[src/rtl/alu_arbiter.sv]
// Round-robin arbiter sharing one combinational ALU between two requesters; owns the Z/V/N flag register.
// Optional macro ARB_FIXED_PRIO_EN: port 0 always wins contention instead of round-robin.
module alu_arbiter #(
    parameter int WIDTH = 16
) (
    input  logic             clk,
    input  logic             rst,
    input  logic             req0_valid,
    output logic             req0_ready,
    input  logic [2:0]       req0_op,
    input  logic [WIDTH-1:0] req0_a,
    input  logic [WIDTH-1:0] req0_b,
    input  logic             req1_valid,
    output logic             req1_ready,
    input  logic [2:0]       req1_op,
    input  logic [WIDTH-1:0] req1_a,
    input  logic [WIDTH-1:0] req1_b,
    output logic             rsp0_valid,
    input  logic             rsp0_ready,
    output logic             rsp1_valid,
    input  logic             rsp1_ready,
    output logic [WIDTH-1:0] rsp_data,
    output logic [2:0]       alu_op,
    output logic [WIDTH-1:0] alu_a,
    output logic [WIDTH-1:0] alu_b,
    input  logic [WIDTH-1:0] alu_out,
    input  logic             alu_z,
    input  logic             alu_v,
    input  logic             alu_n,
    output logic             flag_z,
    output logic             flag_v,
    output logic             flag_n,
    output logic             busy
);

    typedef enum logic [1:0] {
        IDLE = 2'd0,
        EXEC = 2'd1,
        RESP = 2'd2
    } state_t;

    state_t           state_q, state_d;
    logic             owner_q, owner_d;
    logic [2:0]       op_q, op_d;
    logic [WIDTH-1:0] a_q, a_d;
    logic [WIDTH-1:0] b_q, b_d;
    logic [WIDTH-1:0] rsp_data_q, rsp_data_d;
    logic             flag_z_q, flag_z_d;
    logic             flag_v_q, flag_v_d;
    logic             flag_n_q, flag_n_d;
    logic             gnt_vld;
    logic             gnt_id;

`ifdef ARB_FIXED_PRIO_EN
    always_comb begin
        gnt_vld = req0_valid | req1_valid;
        gnt_id  = ~req0_valid;
    end
`else
    logic last_q, last_d;

    // On contention the port not served last wins; otherwise the lone valid port.
    always_comb begin
        gnt_vld = req0_valid | req1_valid;
        if (req0_valid && req1_valid) begin
            gnt_id = ~last_q;
        end else begin
            gnt_id = req1_valid;
        end
    end
`endif

    assign req0_ready = (state_q == IDLE) & gnt_vld & ~gnt_id;
    assign req1_ready = (state_q == IDLE) & gnt_vld & gnt_id;

    always_comb begin
        state_d    = state_q;
        owner_d    = owner_q;
        op_d       = op_q;
        a_d        = a_q;
        b_d        = b_q;
        rsp_data_d = rsp_data_q;
        flag_z_d   = flag_z_q;
        flag_v_d   = flag_v_q;
        flag_n_d   = flag_n_q;
`ifndef ARB_FIXED_PRIO_EN
        last_d     = last_q;
`endif
        case (state_q)
            IDLE: begin
                if (gnt_vld) begin
                    owner_d = gnt_id;
                    op_d    = gnt_id ? req1_op : req0_op;
                    a_d     = gnt_id ? req1_a : req0_a;
                    b_d     = gnt_id ? req1_b : req0_b;
`ifndef ARB_FIXED_PRIO_EN
                    last_d  = gnt_id;
`endif
                    state_d = EXEC;
                end
            end
            EXEC: begin
                rsp_data_d = alu_out;
                flag_z_d   = alu_z;
                // Only ADD (000) and SUB (001) produce meaningful V/N.
                if (op_q[2:1] == 2'b00) begin
                    flag_v_d = alu_v;
                    flag_n_d = alu_n;
                end
                state_d = RESP;
            end
            RESP: begin
                if (owner_q ? rsp1_ready : rsp0_ready) begin
                    state_d = IDLE;
                end
            end
            default: state_d = IDLE;
        endcase
    end

    always_ff @(posedge clk) begin
        if (rst) begin
            state_q    <= IDLE;
            owner_q    <= 1'b0;
            op_q       <= '0;
            a_q        <= '0;
            b_q        <= '0;
            rsp_data_q <= '0;
            flag_z_q   <= 1'b0;
            flag_v_q   <= 1'b0;
            flag_n_q   <= 1'b0;
`ifndef ARB_FIXED_PRIO_EN
            last_q     <= 1'b1;
`endif
        end else begin
            state_q    <= state_d;
            owner_q    <= owner_d;
            op_q       <= op_d;
            a_q        <= a_d;
            b_q        <= b_d;
            rsp_data_q <= rsp_data_d;
            flag_z_q   <= flag_z_d;
            flag_v_q   <= flag_v_d;
            flag_n_q   <= flag_n_d;
`ifndef ARB_FIXED_PRIO_EN
            last_q     <= last_d;
`endif
        end
    end

    assign rsp0_valid = (state_q == RESP) & ~owner_q;
    assign rsp1_valid = (state_q == RESP) & owner_q;
    assign rsp_data   = rsp_data_q;
    assign alu_op     = op_q;
    assign alu_a      = a_q;
    assign alu_b      = b_q;
    assign flag_z     = flag_z_q;
    assign flag_v     = flag_v_q;
    assign flag_n     = flag_n_q;
    assign busy       = (state_q != IDLE);

endmodule

[config.mk]
export PLATFORM = sky130hd
export DESIGN_NAME = alu_arbiter
export DESIGN_NICKNAME = d
export VERILOG_FILES = /design/src/rtl/alu_arbiter.sv
export SDC_FILE = /design/constraint.sdc
export NUM_CORES = 1
export LEC_CHECK = 0
export ABC_AREA = 1
export BUFFER_PORTS_ARGS = -buffer_cell sky130_fd_sc_hd__buf_2
export CORE_MARGIN = 5
export CORE_UTILIZATION = 39
export CTS_CLUSTER_DIAMETER = 80
export DETAILED_ROUTE_END_ITERATION = 16
export GPL_ROUTABILITY_DRIVEN = 0
export HOLD_SLACK_MARGIN = 0.1
export PLACE_DENSITY_LB_ADDON = 0.05
export SLEW_MARGIN = 0
export SYNTH_ARGS = -nofsm -noshare
export SYNTH_HDL_FRONTEND = slang
export SYNTH_SLANG_ARGS = --single-unit
export TNS_END_PERCENT = 50
[constraint.sdc]
create_clock -name clk -period 1 [get_ports clk]
set_input_delay 0.05 -clock clk [delete_from_list [all_inputs] [get_ports clk]]
set_output_delay 0.05 -clock clk [all_outputs]
set_load 0.01 [all_outputs]
**After elaboration in Yosys (flattened, before gate mapping)**

Cells that the tools add are included.

- Reduce and logical (&&, ||, !) cells: 7
- Mux-type cells: 8
- Bitwise gates (word level): 9
- Equal/unequal tests: 4

Operators with widths:

| operator | number |
|---|---|
| two-way mux 16 bit | 2 |
| one-hot mux 2 bit (3 select lines) | 1 |
| AND reduction 2 bit | 3 |
| AND 1 bit | 5 |
| logical NOT 2 bit | 2 |
| two-way mux 2 bit | 2 |
| != test 2 bit (second input constant) | 2 |
| two-way mux 3 bit | 1 |
| inverter 1 bit | 3 |
| equality test 2 x 1 -> 1 bit (second input constant) | 1 |
| equality test 2 bit (second input constant) | 1 |
| two-way mux 1 bit | 2 |
| nonzero test 2 bit | 1 |
| logical AND 1 bit | 1 |
| bitwise OR 1 bit | 1 |

- Output and inout bits: 59
- Register bits after elaboration: 58
- Word-level logic and storage cells: 38

**Logic depth before layout (Yosys ltp)**

Gate-level depths: netlist (run 1).

- Depth after elaboration: 4
- Depth in mapped cells: 7

**Worst setup path before layout (run 1)**

Ideal clock, no wire load.

- Path type: register to register
- Start point: reg state_q[1]
- End point: reg op_q[1] (netlist: alu_op[1])
- Path buffers: 2
- Arrival time: 0.920 ns
- Slack: -0.052 ns
- Stages on the path, launching flop included: 7
- Period minus slack after synthesis: 1.052 ns
- Cell sequence: dfxtp_1 nor2_2 o21ai_4 buf_6 buf_6 nand2_1 a21oi_1

- Longest elaborated chain between the ends: 2

Ends and longest elaborated chain:

| element | RTL line | RTL |
|---|---|---|
| start, declared | 42 | `state_t state_q, state_d;` |
| start signal, assigned | 136 | `state_q <= state_d;` |
| logical NOT 2 bit | 89 | `case (state_q)` |
| AND reduction 2 bit (no line) | n/a |  |
| end signal, assigned | 138 | `op_q <= op_d;` |
| end, declared | 44 | `logic [2:0] op_q, op_d;` |

No other way between the ends.
A chain may end at the register's enable or synchronous reset.

**Worst setup path in the final report (run 1)**

- Start point: reg state_q[1]
- End point: out req0_ready

- Longest elaborated chain between the ends: 3

Ends and longest elaborated chain:

| element | RTL line | RTL |
|---|---|---|
| logical NOT 2 bit | 73 | `assign req0_ready = (state_q == IDLE) & gnt_vld & ~gnt_id;` |
| AND 1 bit (2 in a row) | 73 |  |
| end, declared | 9 | `output logic req0_ready,` |

No other way between the ends.

==> results of run 1 <==
## logic make-up (layout without fill, tap and decap cells)
kind of cell,after synthesis,after routing,synth area share [%]
AOI/OAI and AO/OA,57,57,11.5
buffers and inverters,35,295,7.70
and+or+nand+nor,231,231,35.9
DFF,58,58,45.0
other,0,1,0
## final cells by class
class / instances / area, sq um
Antenna cell: 1 / 2.50
Clock buffer: 10 / 138
Clock inverter: 6 / 80.1
Fill cell: 510 / 1570
Inverter: 10 / 47.5
Multi-Input combinational cell: 288 / 1290
Sequential cell: 58 / 1160
Tap cell: 77 / 96.3
Timing Repair Buffer: 269 / 2000
## metrics by stage
stage | power, uW | TNS [ps] | cells | worst slack, ps
3_5_place_dp | 4290 | -3410 | 605 | -109
4_1_cts | 7020 | -6880 | 716 | -246
3_3_place_gp | 4260 | -1660 | 605 | -87.8
6_report | 7110 | -6680 | 719 | -229
5_1_grt | 7510 | -11070 | 719 | -286
2_1_floorplan | 3600 | -367 | 381 | -23.9
## report_power, final
group	switching [uW]	internal, uW
clock	930	1450
combinational	1000	1050
sequential	124	2540
total	2060	5050
## sequential cells by signal (all words and copies together) (netlist names)
| register | flops |
|---|---|
| rsp_data | 16 |
| alu_a | 16 |
| state_q | 2 |
| flag_n | 1 |
| owner_q | 1 |
| last_q | 1 |
| flag_z | 1 |
| flag_v | 1 |
| alu_b | 16 |
| alu_op | 3 |
## synthesized netlist by cell type
| library cell | n |
|---|---|
| nor2_2 | 1 |
| buf_4 | 3 |
| nand3_1 | 37 |
| nand2_1 | 147 |
| a21oi_1 | 37 |
| o21ai_0 | 19 |
| nor2_1 | 44 |
| nand2_4 | 1 |
| dfxtp_1 | 58 |
| buf_6 | 6 |
| o21ai_4 | 1 |
| inv_2 | 2 |
| inv_1 | 8 |
| nand2_2 | 1 |
| clkbuf_1 | 7 |
| buf_2 | 9 |
## how the worst min path moves through the flow
stage,to,depth (start not counted),slack (ps),start
final,alu_b[12],5,100,req1_b[12]
after CTS,alu_b[12],5,100,req1_b[12]
after detailed placement,rsp_data[13],3,300,alu_out[13]
after floorplan,flag_n,2,210,alu_n
after global placement,rsp_data[8],3,300,alu_out[8]
after global routing,alu_b[12],5,130,req1_b[12]
## what timing repair did
item | 4_1_cts | 5_1_grt
cloned | 0 | 2
buffers inserted | 5 | 0
pin swaps | 3 | 0
gates resized for setup | 26 | 23
setup endpoints to repair | 58 | 62
hold endpoints to repair | 55 | 0
hold buffers | 90 | 0
## routing by layer
layer / track usage [%] / up-vias / wire [um]
met5: 0 / - / 0
met4: 10.5 / 0 / 376
met3: 8.26 / 36 / 820
met2: 37.4 / 150 / 4730
met1: 25.9 / 1504 / 3790
li1: - / 1721 / -
## worst min-delay path, stage by stage
cell	delay, ps
buf_2	100
nand3_1	70
nand2_1	60
nand2_1	60
a21oi_1	50
==> flow_summary.json, run 1 <==
{
  "status": "finished with violations",
  "violations": "setup timing",
  "worst_slew_pin_slew_ps": 557,
  "nets": 731,
  "yosysTopAreaCell": "dfxtp_1",
  "finalHoldViolations": 0,
  "slew_headroom_pct": 62.8,
  "cts_inserted_buffers": 9,
  "ys_ff_latch": 58,
  "rsz0062_at_grt": "yes",
  "synth_warnings": 0,
  "fin_util_pct": 75.5,
  "drt_iter0_drc": 116,
  "die_h_um": 91.4,
  "path_clk_slew_ps": 70,
  "syn-instance-count": 381,
  "path_depth": 5,
  "routed_wl_um": 9720,
  "ir_drop_mv": 1.22,
  "critical_path_class": "reg -> out",
  "cts_tree": "done",
  "dpl.hpwl_um": 5780,
  "drt_pass1_iterations": 4,
  "hold_class": "in -> reg",
  "report.final.setup_viol": 48,
  "crit_family": "flip-flops",
  "grt_pass1_wl_um": 15600,
  "cp-startpoint": "state_q[1]",
  "cts.sinks": 58,
  "core_sq_um": 6390,
  "fmax_ghz": 0.814,
  "drc": 0,
  "worst-path-buf-inv": 2,
  "io_pins": 154,
  "cp_slowest_cell": "dfxtp_2",
  "p_per_area_nw_per_um2": 1470,
  "timing.rr.end": "alu_b[10]",
  "final.setup.worst_slack_ps": -229,
  "cts_max_level": 3,
  "r2r_slack_ps": -180,
  "wire_per_inst_um": 13.5,
  "arrival_ps": 1180,
  "synth.net_count": 476,
  "min_period_ps": 1230,
  "power_leakage_uw": 0.00245,
  "drv_cap": 0,
  "ant_nets": 0,
  "grt_pass1_vias": 3437,
  "clock_path_buffers": 2,
  "placed_area_sq_um": 3510,
  "cts-root-buf": "clkbuf_8",
  "post-route-period-util_pct": 123,
  "finClkSkew_ps": 3.94,
  "track_usage_pct": 22.6,
  "crit_required_ps": 950,
  "setup.worst_path.start_class": "register",
  "yosysSeqAreaShare_pct": 45.0,
  "start_util_pct": 40.4,
  "hold-worst-slack_ps": 104,
  "port_buffers": 153,
  "drive_gt1_share_pct": 34.6,
  "final_common_cell": "buf_2",
  "synth.area.top_cells": "dfxtp_1, nand2_1, a21oi_1",
  "area_growth_pct": 86.7,
  "crit_path_cell_trace": "nor2_4, o21ai_4, buf_6, nor2_2, buf_2",
  "ys_types": 16,
  "crit_end": "req0_ready",
  "netlist_area_sq_um": 2580,
  "final_area_sq_um": 4820,
  "r2r_cells": 7,
  "die_w_um": 91.4,
  "dieArea_sq_um": 8350,
  "yosys.area.top_type_share_pct": 45.0,
  "final_cell_mix": "buf_2, nand2_1, dlygate4sd3_1, dfxtp_1, nor2_1",
  "rows": 29,
  "endpoint_kind": "output port",
  "timing.rr.start": "state_q[1]",
  "antenna_found_initial": 1,
  "grt_max_degree": 39,
  "via_per_inst": 4.74,
  "synth.avg_cell_area_sq_um": 6.78,
  "crit_fanout": 2,
  "drv_slew": 0,
  "slowest_delay_ps": 330,
  "clock_latency_ps": 330,
  "num_vias": 3411,
  "overflow": 0
}
Note: power is estimated with default switching activity, not from simulation.
==> inputs of run 2 (changes only) <==
Settings changed: TNS_END_PERCENT 50 to default.
==> flow_summary.json, run 2 (synthesis gave the netlist of run 1 again) <==
{
  "status": "finished with violations",
  "violations": "setup timing",
  "port_buffers": 153,
  "place_worst_setup_slack_ps": -109,
  "rows": 29,
  "crit_required_ps": 950,
  "grt_pass1_vias": 3435,
  "cts_max_level": 3,
  "drt_iter0_drc": 74,
  "finalHoldViolations": 0,
  "setup.worst_path.start_class": "register",
  "dieArea_sq_um": 8350,
  "cts_inserted_buffers": 9,
  "routed_wl_um": 10000,
  "clock_latency_ps": 330,
  "area_growth_pct": 94.0,
  "p_switching_uw": 2150,
  "p_per_area_nw_per_um2": 1450,
  "via_per_inst": 4.79,
  "endpoint_kind": "output port",
  "drv_slew": 0,
  "worst_slew_pin_slew_ps": 868,
  "critical_path_class": "reg -> out",
  "track_usage_pct": 22.6,
  "crit_fanout": 2,
  "final_common_cell": "buf_2",
  "final_cell_mix": "buf_2, nand2_1, dlygate4sd3_1, dfxtp_1, nand3_1",
  "cp_slowest_cell": "dfxtp_2",
  "path_clk_slew_ps": 70,
  "report.final.setup_viol": 58,
  "slowest_delay_ps": 340,
  "antenna_found_initial": 1,
  "ir_drop_mv": 1.26,
  "min_period_ps": 1270,
  "swShare_pct": 29.6,
  "num_vias": 3457,
  "power_leakage_uw": 0.00251,
  "drv_cap": 0,
  "fmax_ghz": 0.788,
  "io_pins": 154,
  "drive_gt1_share_pct": 40.0,
  "post-route-period-util_pct": 127,
  "slew_headroom_pct": 42.1,
  "finClkSkew_ps": 3.98,
  "final.setup.worst_slack_ps": -270,
  "die_w_um": 91.4,
  "drc": 0,
  "hold_class": "in -> reg",
  "rsz0062_at_grt": "yes",
  "comb_power_share_pct": 30.5,
  "cts_tree": "done",
  "cts-root-buf": "clkbuf_8",
  "die_h_um": 91.4,
  "grt_max_degree": 39,
  "core_sq_um": 6390,
  "dpl.hpwl_um": 5780,
  "start_util_pct": 40.4,
  "cts.sinks": 58,
  "grt_pass1_wl_um": 15600,
  "wire_per_inst_um": 13.9,
  "arrival_ps": 1220,
  "clock_path_buffers": 2,
  "p_clk_share_pct": 32.7,
  "p_int_uw": 5130,
  "finalSetupTns_ps": -7670,
  "ant_nets": 0,
  "overflow": 0,
  "drt_pass1_iterations": 4,
  "crit_path_cell_trace": "nor2_4, o21ai_4, buf_6, nor2_2, buf_2",
  "power_frac_seq_pct": 36.8,
  "nets": 733
}
run 2: path summary, 6_finish.rpt:
path / start / to / slack, ps / cells past startpoint
hold / removal: req1_b[12] / alu_b[12] / 110 / 5
setup / recovery: state_q[1] / req0_ready / -270 / 5
setup reg to reg: state_q[1] / alu_b[10] / -200 / 7
hold reg to reg: alu_a[15] / alu_a[15] / 460 / 2
run 2: power groups by stage:
| stage | clock network [uW] | logic, uW | registers [uW] |
|---|---|---|---|
| after global routing | 2530 | 2440 | 2710 |
| after detailed placement | 0 | 1580 | 2710 |
| after global placement | 0 | 1560 | 2700 |
| after CTS | 2420 | 1940 | 2670 |
| final | 2380 | 2220 | 2680 |
| after floorplan | 0 | 793 | 2810 |
run 2: per-stage QoR:
step	hold slack (ps)	util [%]	cell area, sq um	power [uW]	cells
floorplan	213	-	2610	3600	381
global placement	296	55.0	3510	4260	605
detailed placement	305	55.0	3510	4290	605
CTS	101	73.9	4720	7020	716
global route	131	78.4	5010	7670	721
finish	112	78.4	5010	7280	721
run 2: what timing repair did:
item                                    4_1_cts  5_1_grt
hold endpoints to repair                     55        0
pin swaps                                     3        8
endpoints found under the setup margin       58       62
cloned                                        0        3
setup buffers                                 5        1
resized for setup                            22       81
hold buffers                                 90        0
run 2: area by class of cell:
type / instances / area (sq um)
Timing Repair Buffer: 271 / 2050
Fill cell: 468 / 1380
Inverter: 10 / 62.6
Multi-Input combinational cell: 288 / 1420
Antenna cell: 1 / 2.50
Tap cell: 77 / 96.3
Clock inverter: 6 / 80.1
Sequential cell: 58 / 1170
Clock buffer: 10 / 138
run 2: layer usage:
layer,global-route usage [%],vias to the layer above,part of all wire [%]
met2,37.4,130,51
met3,8.26,31,6.8
li1,-,1730,-
met1,25.9,1566,39
met5,0,-,0
met4,10.5,0,3.4
run 2: worst max-delay path: cells and delay by family (launching register included):
kind,cells,cell delay (ps)
flip-flops,1,340
buffers and inverters,2,270
AND/OR/NAND/NOR,2,210
AO/OA/AOI/OAI,1,70
